### config.mk
export PLATFORM = sky130hd
export DESIGN_NAME = spi_reg_port
export DESIGN_NICKNAME = d
export VERILOG_FILES = /design/src/rtl/spi_reg_port.sv
export SDC_FILE = /design/constraint.sdc
export NUM_CORES = 1
export LEC_CHECK = 0
export ABC_AREA = 1
export CAP_MARGIN = 0
export CORE_AREA = 2 2 81 83
export DETAILED_ROUTE_END_ITERATION = 6
export DIE_AREA = 0 0 83 85
export PLACE_DENSITY_LB_ADDON = 0.25
export SETUP_SLACK_MARGIN = 0.1
export SLEW_MARGIN = 25
export SYNTH_ARGS = -nofsm -noshare
export SYNTH_HDL_FRONTEND = slang
export SYNTH_SLANG_ARGS = --single-unit
### constraint.sdc
create_clock -name spi_clk -period 3 [get_ports spi_clk]
set_input_delay 0.6 -clock spi_clk [delete_from_list [all_inputs] [get_ports spi_clk]]
set_output_delay 0.6 -clock spi_clk [all_outputs]
set_load 0.01 [all_outputs]
### src/rtl/spi_reg_port.sv
// spi_reg_port: addressed SPI command front-end writing and reading single config bytes.
// A command byte picks R/W and a start address; following bytes stream with auto-increment.
module spi_reg_port #(
    parameter int DW   = 8,
    parameter int NREG = 16
) (
    input  logic          spi_clk,
    input  logic          rst,
    input  logic          spi_csn,
    input  logic          spi_mosi,
    output logic          spi_miso,
    output logic          wr_en,
    output logic [DW-2:0] wr_addr,
    output logic [DW-1:0] wr_data,
    output logic [DW-2:0] rd_addr,
    input  logic [DW-1:0] rd_data,
    output logic          addr_err,
    output logic          busy
);
    localparam int CW = $clog2(DW);
    typedef enum logic [1:0] {CMD, WDATA, RTURN, RDATA} state_t;
    state_t state, state_nx;
    logic [CW-1:0] bit_cnt;
    logic [DW-2:0] rx_shift;
    logic [DW-1:0] tx_reg;
    logic [DW-2:0] addr;
    logic frame_rst, byte_done, wr_hit, rd_hit, rd_load;
    // chip select high aborts the frame exactly like reset does
    assign frame_rst = rst | spi_csn;
    always_ff @(posedge spi_clk or posedge frame_rst)
        if (frame_rst) state <= CMD;
        else state <= state_nx;
    always_comb
        state_nx = !byte_done ? state :
                   state == CMD ? (wr_data[DW-1] ? RTURN : WDATA) :
                   state == RTURN ? RDATA : state;
    always_comb begin
        byte_done = bit_cnt == CW'(DW-1);
        wr_hit = 32'(addr) < NREG;
        rd_hit = 32'(rd_addr) < NREG;
        rd_load = byte_done && (state == RTURN || state == RDATA);
        wr_en = state == WDATA && byte_done && wr_hit;
        wr_addr = addr;
        wr_data = {rx_shift, spi_mosi};
        busy = state != CMD || bit_cnt != '0;
        spi_miso = tx_reg[DW-1];
    end
    always_ff @(posedge spi_clk or posedge frame_rst)
        if (frame_rst) begin
            bit_cnt <= '0;
            rx_shift <= '0;
            tx_reg <= '0;
        end else begin
            bit_cnt <= byte_done ? '0 : bit_cnt + 1'b1;
            rx_shift <= wr_data[DW-2:0];
            tx_reg <= rd_load ? (rd_hit ? rd_data : '0) : {tx_reg[DW-2:0], 1'b0};
        end
    // address pointers and the error flag survive chip-select aborts
    always_ff @(posedge spi_clk or posedge rst)
        if (rst) begin
            rd_addr <= '0;
            addr <= '0;
            addr_err <= 1'b0;
        end else if (!spi_csn) begin
            if (state == CMD && byte_done) begin
                if (wr_data[DW-1]) rd_addr <= wr_data[DW-2:0];
                else addr <= wr_data[DW-2:0];
            end
            if (state == WDATA && byte_done) begin
                addr <= addr + 1'b1;
                if (!wr_hit) addr_err <= 1'b1;
            end
            if (rd_load) begin
                rd_addr <= rd_addr + 1'b1;
                if (!rd_hit) addr_err <= 1'b1;
            end
        end
endmodule

==> results_dict.tcl, run 1 <==
set metrics [dict create \
    status "complete, no violations" \
    synth_top_cell_area_share_pct 49.1 \
    synthMuxAreaShare_pct 0 \
    cts-root-buf "clkbuf_8" \
    critPathLaunch "bit_cnt[0]" \
    r2r_end "addr_err" \
    numCtsBuffers 5 \
    power_w 0.00140 \
    num_io_pins 38 \
    largest_reg_flops 8 \
    start_kind "register" \
    leakage_nw 1.13 \
    rsz0062_at_grt "false" \
    vias_per_cell 4.41 \
    syn_inst 232 \
    hpwlAfterDp_um 3020 \
    cts_tree "built" \
    powerDensity_nw_per_um2 599 \
    postRouteAntennaNets 0 \
    dr.first_iter.drc_count 58 \
    routed_wl_um 4090 \
    ir_drop_mv 0.215 \
    dp_worst_setup_slack_ns 0.734 \
    initial_core_util_pct 28.8 \
    period_minus_slack_ns 2.56 \
    rows 29 \
    cp.buffers_inverters 1 \
    syn_to_final_growth_pct 31.0 \
    syn_nets 250 \
    firstDrtPassIters 5 \
    slew_violations 0 \
    track_usage_pct 12.5 \
    setup_tns_ns 0 \
    yosys.area.top_type "dfrtp_1" \
    grt_pass1_wl_um 7200 \
    cts.sinks 35 \
    overflow 0 \
    drc 0 \
    synth-xor-area-share_pct 0.491 \
    ff_latch_area_sq_um 876 \
    port_buffers 37 \
    endpoint "wr_en" \
    setup_viol 0 \
    multi_input_comb_area_sq_um 762 \
    insertion_delay_ns 0.29 \
    cts_resized 0 \
    cp_max_fo 5 \
    antenna_found_initial 0 \
    ctsHoldBuffers 0 \
    maxSlewHeadroom_pct 56.9 \
    post-route-period-util_pct 85.2 \
    h-tree-depth 2 \
    synth_cell_type_count 21 \
    core_area_sq_um 6200 \
    tightest_slew_ns 0.646 \
    critPathCaptureType "primary output" \
    path_delay_family "buffers and inverters" \
    synth_area_sq_um 1790 \
    gp_congestion 0.792 \
    synth_compound_area_share_pct 5.89 \
    synth_top_cells_by_area "dfrtp_1 49%, nand2_1 17%, nand3_1 7.3%" \
    synthAdderAreaFrac_pct 4.20 \
    worst-r2r-cell-count 8 \
    clk_path_buf_depth 2 \
    die_w_um 83 \
    ys_warn_count 0 \
    critPathSlowestCell "clkdlybuf4s50_1" \
    wl_per_cell_um 11.7 \
    synth_top_family_by_area "simple AND/OR/NAND/NOR gates" \
    grt_pass1_vias 1564 \
    nFillCells 646 \
    grt_max_degree 21 \
    clkTransAtPathRegs_ns 0.07 \
    cp_data_required_time_ns 2.40 \
    layout.nets 290 \
    hold_path_class "reg -> reg" \
    cpMostUsedCell "ha_1" \
    cts_setup_buffers 0 \
    fin_skew_ns 0.00793 \
    timing.rr.start "bit_cnt[0]" \
    chipHeight_um 85 \
    die_area_sq_um 7060 \
    worst_slack_ns 0.443 \
    critical_path_class "reg -> out" \
    synth.ff_latch_count 35 \
    cp.arrival_ns 1.96 \
    syn_area_per_cell_sq_um 7.70 \
    via_count 1543 \
    max-cap-violations 0 \
    antenna_cells 0 \
    path_depth 5 \
    synthSimpleGateAreaFrac_pct 32.1 \
    layout-drive-gt1-share_pct 6.59 \
    r2r_slack_ns 1.11 \
    ys_seq_area_share_pct 49.1 \
    hold_viol 0 \
    worstPathCellList "ha_1 -> ha_1 -> nand3_1 -> nor2_1 -> clkdlybuf4s50_1" \
    max_stage_delay_ns 0.55 \
    fmax_mhz 391 \
]
==> cell families (layout without fill, tap and decap cells) <==
| kind of cell | count (synthesis) | after routing |
|---|---|---|
| buffers and inverters | 35 | 76 |
| XOR/XNOR | 1 | 1 |
| flip-flops | 35 | 35 |
| AO/OA/AOI/OAI | 18 | 18 |
| AND/OR/NAND/NOR | 137 | 137 |
| adder cells (fa/ha/maj) | 6 | 6 |
==> power by group <==
part	switching (W)	internal (W)
Sequential	0.0000844	0.000545
Combinational	0.000168	0.000178
Clock	0.000178	0.000247
==> metrics by stage <==
stage	utilization (%)	std cells	area, sq um	hold WS, ns
finish	37.7	350	2340	0.417
global route	37.7	350	2340	0.433
CTS	37.7	350	2340	0.425
detailed placement	35.9	342	2230	0.408
global placement	35.9	342	2230	0.412
floorplan	-	232	1790	0.424
==> synthesized netlist by cell type <==
cell,instances
o21ai_0,8
nor2_1,20
o21bai_1,5
buf_6,1
buf_2,3
nand4_1,2
nand3b_1,1
nand2_1,81
inv_1,25
nand2_2,3
nor3_1,3
a22oi_1,1
clkinv_2,1
nand3_1,26
o21ai_1,4
buf_4,1
nand3_2,1
xnor2_1,1
dfrtp_1,35
inv_2,4
ha_1,6
==> layout make-up <==
cell class              count  area share, %
clock buffers               5           2.94
clock inverters             3           1.87
inverters                  30           4.87
multi-input cells         162           32.6
flip-flops and latches     35           37.5
well taps                  77           4.12
repair buffers             38           16.2
==> worst reg2reg max path: stages (launching register included) <==
cell and delay, ns:
dfrtp_1 0.40, ha_1 0.23, ha_1 0.25, nand2_2 0.27, clkinv_2 0.29, nand2_1 0.16, nand2_1 0.06, inv_1 0.05
o21bai_1 0.05
==> cells in the final DEF, fill, tap and decap left out, types with 2 or more instances in the layout <==
cell type        Yosys  layout
nand2_1             81      81
clkdlybuf4s50_1      0      37
dfrtp_1             35      35
nand3_1             26      26
inv_1               25      25
nor2_1              20      20
o21ai_0              8       8
ha_1                 6       6
o21bai_1             5       5
clkbuf_8             0       5
inv_2                4       4
o21ai_1              4       4
nor3_1               3       3
nand2_2              3       3
nand4_1              2       2
clkinv_2             1       2
==> layer usage <==
metal / routed length [um] / part of all wire, % / global-route usage (%)
met2: 1850 / 45 / 20.2
met4: 53 / 1.3 / 4.02
met5: 0 / 0 / 0
met3: 171 / 4.2 / 3.60
met1: 2010 / 49 / 16.4
==> worst min path at each step <==
stage,from,to,slack (ns),depth (start not counted)
after floorplan,bit_cnt[0],bit_cnt[0],0.42,1
after global placement,rx_shift[2],rx_shift[3],0.41,0
after detailed placement,rx_shift[2],rx_shift[3],0.41,0
after CTS,rx_shift[2],rx_shift[3],0.43,0
after global routing,rx_shift[2],rx_shift[3],0.43,0
final,rx_shift[2],rx_shift[3],0.42,0
No activity file was read; power rests on OpenSTA's default activity.
==> inputs of run 2 (changes only) <==
- CORE_AREA: 2 2 81 83 -> 2 2 69 97
- DIE_AREA: 0 0 83 85 -> 0 0 71 99
- REMOVE_ABC_BUFFERS: unset -> 1
==> run 2 against run 1 <==
Against the previous run:
- die area decreased by 0.37%
- non-clock buffer count increased by 1
- sequential share of layout area increased by 0.49 points
- first-iteration DRC count increased by 22%
- clock-buffer cell count increased by 2
- power decreased by 6.9%
- critical path depth unchanged
- wire length decreased by 1.8%
- clock skew about the same
- maximum frequency increased by 2.6%
- register-to-register slack improved by 0.03 ns
- critical path type unchanged
==> results_dict.tcl, run 2 (same netlist as run 1, synthesis figures left out) <==
set metrics [dict create \
    clk_path_buf_depth 2 \
    overflow 0 \
    maxSlewHeadroom_pct 56.5 \
    cts_tree "built" \
    rsz0062_at_grt "false" \
    numCtsBuffers 5 \
    cts_resized 0 \
    final_common_cell "nand2_1" \
    vias_per_cell 4.53 \
    power_w 0.00130 \
    die_area_sq_um 7030 \
    core_area_sq_um 6170 \
    rows 34 \
    hold_viol 0 \
    critPathCaptureType "primary output" \
    setup_tns_ns 0 \
    wl_per_cell_um 11.6 \
    drc 0 \
    critPathSlowestCell "clkdlybuf4s50_1" \
    tightest_slew_ns 0.651 \
    largest_reg_flops 8 \
    antenna_found_initial 0 \
    cts.sinks 35 \
    h-tree-depth 2 \
    routed_wl_um 4020 \
    grt_pass1_vias 1580 \
    start_kind "register" \
    num_io_pins 38 \
    cts_setup_buffers 0 \
    initial_core_util_pct 28.9 \
    leakage_nw 1.12 \
    cts-root-buf "clkbuf_8" \
    track_usage_pct 12.2 \
    fin_skew_ns 0.00797 \
    nFillCells 653 \
    final_cell_mix "81 x nand2_1, 37 x clkdlybuf4s50_1, 35 x dfrtp_1, 26 x nand3_1, 25 x inv_1" \
    cpMostUsedCell "ha_1" \
    hold_path_class "reg -> reg" \
    layout-drive-gt1-share_pct 6.20 \
    chipHeight_um 99 \
    period_minus_slack_ns 2.49 \
    worstPathCellList "ha_1 -> ha_1 -> nand3_1 -> nor2_1 -> clkdlybuf4s50_1" \
    post-route-period-util_pct 83.0 \
    ctsHoldBuffers 0 \
    slew_violations 0 \
    dr.first_iter.drc_count 71 \
    layout.nets 291 \
    via_count 1566 \
    clkTransAtPathRegs_ns 0.07 \
    grt_max_degree 18 \
    cp_max_fo 5 \
    grt_pass1_wl_um 6890 \
    port_buffers 37 \
    max_stage_delay_ns 0.54 \
    postRouteAntennaNets 0 \
    die_w_um 71 \
    max-cap-violations 0 \
    setup_viol 0 \
    final_util_pct 37.4 \
    cp_data_required_time_ns 2.40 \
    hpwlAfterDp_um 3140 \
    ir_drop_mv 0.246 \
    gp_congestion 0.828 \
    cp.arrival_ns 1.89 \
    antenna_cells 0 \
    fmax_mhz 402 \
    insertion_delay_ns 0.28 \
    powerDensity_nw_per_um2 565 \
    syn_to_final_growth_pct 29.3 \
    status "complete, no violations" \
    firstDrtPassIters 4 \
    critical_path_class "reg -> out" \
]
-- run 2: changes by cell type in the layout (fill, tap and decap cells not counted) --
cell       before  now
clkinv_4        1    0
bufinv_16       1    0
buf_4           1    2
clkbuf_1        0    2
-- run 2: per-stage QoR --
step           hold WS [ns]  instances  worst slack (ns)  cell area (sq um)
2_1_floorplan         0.424        227              1.37               1750
3_3_place_gp          0.417        338             0.733               2230
3_5_place_dp          0.416        338             0.717               2230
4_1_cts               0.436        346             0.488               2310
5_1_grt               0.444        346             0.322               2310
6_report              0.428        346             0.509               2310
-- run 2: cell type report --
| class | count | area, sq um | area share [%] |
|---|---|---|---|
| multi-input cells | 162 | 762 | 33.0 |
| repair buffers | 39 | 385 | 16.7 |
| clock buffers | 7 | 76.3 | 3.31 |
| well taps | 72 | 90.1 | 3.90 |
| flip-flops and latches | 35 | 876 | 37.9 |
| clock inverters | 1 | 5.00 | 0.217 |
| inverters | 30 | 114 | 4.93 |
-- run 2: worst paths after layout --
| check | end | cells past startpoint | slack, ns | startpoint |
|---|---|---|---|---|
| min in group asynchronous | tx_reg[2] | 2 | 0.64 | rst |
| max reg2reg | rd_addr[5] | 8 | 1.14 | bit_cnt[0] |
| min | rx_shift[3] | 0 | 0.43 | rx_shift[2] |
| min reg2reg | rx_shift[3] | 0 | 0.43 | rx_shift[2] |
| max | wr_en | 5 | 0.51 | bit_cnt[0] |
| max in group asynchronous | rx_shift[5] | 3 | 1.82 | spi_csn |
-- run 2: routing by layer --
metal	wire length (um)	vias to the layer above	GRT usage, %
met1	1770	725	14.2
met3	93	4	2.25
li1	-	808	-
met2	2100	29	21.5
met5	0	-	0
met4	52	0	5.08
-- run 2: worst max-delay path, delay by kind of cell, from the launching register on --
family / cells / cell delay (ns)
adder cells (fa/ha/maj): 2 / 0.46
buffers and inverters: 1 / 0.54
AND/OR/NAND/NOR: 2 / 0.25
flip-flops: 1 / 0.37
-- run 2: power breakdown --
group          internal [W]  switching [W]  total, W
combinational      0.000178       0.000171  0.000349
clock              0.000163       0.000162  0.000324
sequential         0.000546      0.0000852  0.000631
total              0.000887       0.000418   0.00130
==> inputs of run 3 (changes only) <==
- clock period: 3 -> 2.6 ns (I/O delays scaled with it)
==> run 3 against run 2 <==
Against the previous run:
- wire length rose by 2.8%
- largest cell class unchanged
- cell area is 0.49% higher
- highest routed layer unchanged
- critical path depth is 3 lower
- die area stayed put
- worst hold slack got worse by 0.015 ns
==> results_dict.tcl, run 3 (same netlist as run 1, synthesis figures left out) <==
set metrics [dict create \
    grt-busiest-layer "met2" \
    powerDensity_nw_per_um2 656 \
    h-tree-depth 2 \
    final_cell_mix "81 x nand2_1, 36 x clkdlybuf4s50_1, 35 x dfrtp_1, 26 x nand3_1, 25 x inv_1" \
    r2r_end "rd_addr[5]" \
    via_count 1566 \
    max_stage_delay_ns 0.56 \
    cts-root-buf "clkbuf_8" \
    drc 0 \
    rsz0062_at_grt "false" \
    core_area_sq_um 6170 \
    critical_path_class "in -> out" \
    cts.sinks 35 \
    critPathSlowestCell "clkdlybuf4s50_1" \
    met3_usage_pct 1.84 \
    die_w_um 71 \
    r2r_slack_ns 0.76 \
    rows 34 \
    grt_pass1_wl_um 6960 \
    routed_wl_um 4130 \
    nFillCells 655 \
    endpoint "wr_data[0]" \
    die_area_sq_um 7030 \
    overflow 0 \
    max-cap-violations 0 \
    timing.rr.start "bit_cnt[0]" \
    insertion_delay_ns 0.28 \
    placed_area_sq_um 2230 \
    hold_viol 0 \
    hold_path_class "reg -> reg" \
    p_seq_share_pct 47.7 \
    critPathLaunch "spi_mosi" \
    leakage_nw 1.14 \
    cts_setup_buffers 0 \
    slew_violations 0 \
    numCtsBuffers 5 \
    cp.arrival_ns 1.61 \
    internal-power_w 0.00104 \
    postRouteAntennaNets 0 \
    layout-drive-gt1-share_pct 6.96 \
    largest_reg_flops 8 \
    tightest_slew_ns 0.654 \
    setup_tns_ns 0 \
    cts_tree "built" \
    maxSlewHeadroom_pct 56.3 \
    clkTransAtPathRegs_ns 0.07 \
    clk_path_buf_depth 2 \
    gp_congestion 0.796 \
    worstPathCellList "clkdlybuf4s50_1 -> clkdlybuf4s50_1" \
    post-route-period-util_pct 81.8 \
    final_common_cell "nand2_1" \
    initial_core_util_pct 28.9 \
    cp_data_required_time_ns 2.08 \
    num_io_pins 38 \
    chipHeight_um 99 \
    p_clk_share_pct 25.6 \
    hpwlAfterDp_um 3160 \
    start_kind "input pin" \
    status "complete, no violations" \
    setup_viol 0 \
    antenna_cells 0 \
    grt_max_degree 18 \
    track_usage_pct 12.4 \
    pwr-share-comb_pct 26.6 \
    grt_pass1_vias 1548 \
    ctsHoldBuffers 0 \
    wl_per_cell_um 12.0 \
    fmax_mhz 470 \
    met2_usage_pct 22.4 \
    cp_max_fo 4 \
    cpMostUsedCell "clkdlybuf4s50_1" \
    port_buffers 37 \
    met1_usage_pct 14.6 \
    final_util_pct 37.6 \
    path_delay_family "buffers and inverters" \
    firstDrtPassIters 4 \
    worst-r2r-cell-count 8 \
    dr.first_iter.drc_count 62 \
    syn_to_final_growth_pct 29.9 \
    vias_per_cell 4.54 \
    ir_drop_mv 0.261 \
    layout.nets 291 \
    p_switching_w 0.000477 \
    cp.buffers_inverters 2 \
    path_depth 2 \
    p_sw_share_pct 31.4 \
    final_cell_area_sq_um 2320 \
    hp-start "rx_shift[2]" \
    antenna_found_initial 0 \
    period_minus_slack_ns 2.13 \
    fin_skew_ns 0.00713 \
    critPathCaptureType "primary output" \
    hold_depth 0 \
]
==> run 3: changes by cell type in the layout (fill, tap and decap cells not counted), sizes merged <==
| cell | previous run | this run |
|---|---|---|
| clkbuf | 7 | 6 |
| dlymetal6s2s | 0 | 1 |
| clkdlybuf4s50 | 37 | 36 |
==> run 3: how the worst min path moves through the flow <==
stage                  endpoint  slack [ns]
finish              rx_shift[3]        0.41
global route        rx_shift[3]        0.43
CTS                 rx_shift[3]        0.43
detailed placement  rx_shift[4]        0.41
global placement    rx_shift[2]        0.42
floorplan              addr_err        0.42
==> run 3: through the flow <==
stage	cells	worst slack, ns	hold slack, ns	total power (W)
final	345	0.473	0.413	0.00152
after global routing	345	0.432	0.435	0.00163
after CTS	345	0.160	0.427	0.00154
after detailed placement	338	0.465	0.409	0.00114
after global placement	338	0.493	0.420	0.00114
after floorplan	227	1.02	0.421	0.000924
==> run 3: routing by layer <==
| metal | vias to the layer above | part of all wire, % |
|---|---|---|
| li1 | 806 | - |
| met1 | 727 | 43 |
| met2 | 28 | 53 |
| met3 | 5 | 2.6 |
| met4 | 0 | 1.6 |
| met5 | - | 0 |
==> run 3: area by class of cell <==
| type | count | area (sq um) | area share [%] |
|---|---|---|---|
| clock inverters | 1 | 5.00 | 0.216 |
| flip-flops and latches | 35 | 876 | 37.8 |
| repair buffers | 39 | 388 | 16.7 |
| inverters | 30 | 114 | 4.91 |
| well taps | 72 | 90.1 | 3.88 |
| multi-input cells | 162 | 764 | 33.0 |
| clock buffers | 6 | 82.6 | 3.56 |
==> run 3: timing repair <==
action                     4_1_cts  5_1_grt
setup endpoints to repair        0        1
gates resized for setup          0        2
hold endpoints to repair         0        0
==> run 3: power by group through the flow <==
stage          Combinational (W)  Clock, W  Sequential [W]
2_1_floorplan           0.000176         0        0.000749
3_3_place_gp            0.000404         0        0.000733
3_5_place_dp            0.000406         0        0.000736
4_1_cts                 0.000409  0.000407        0.000727
5_1_grt                 0.000448  0.000434        0.000744
6_report                0.000405  0.000390        0.000726
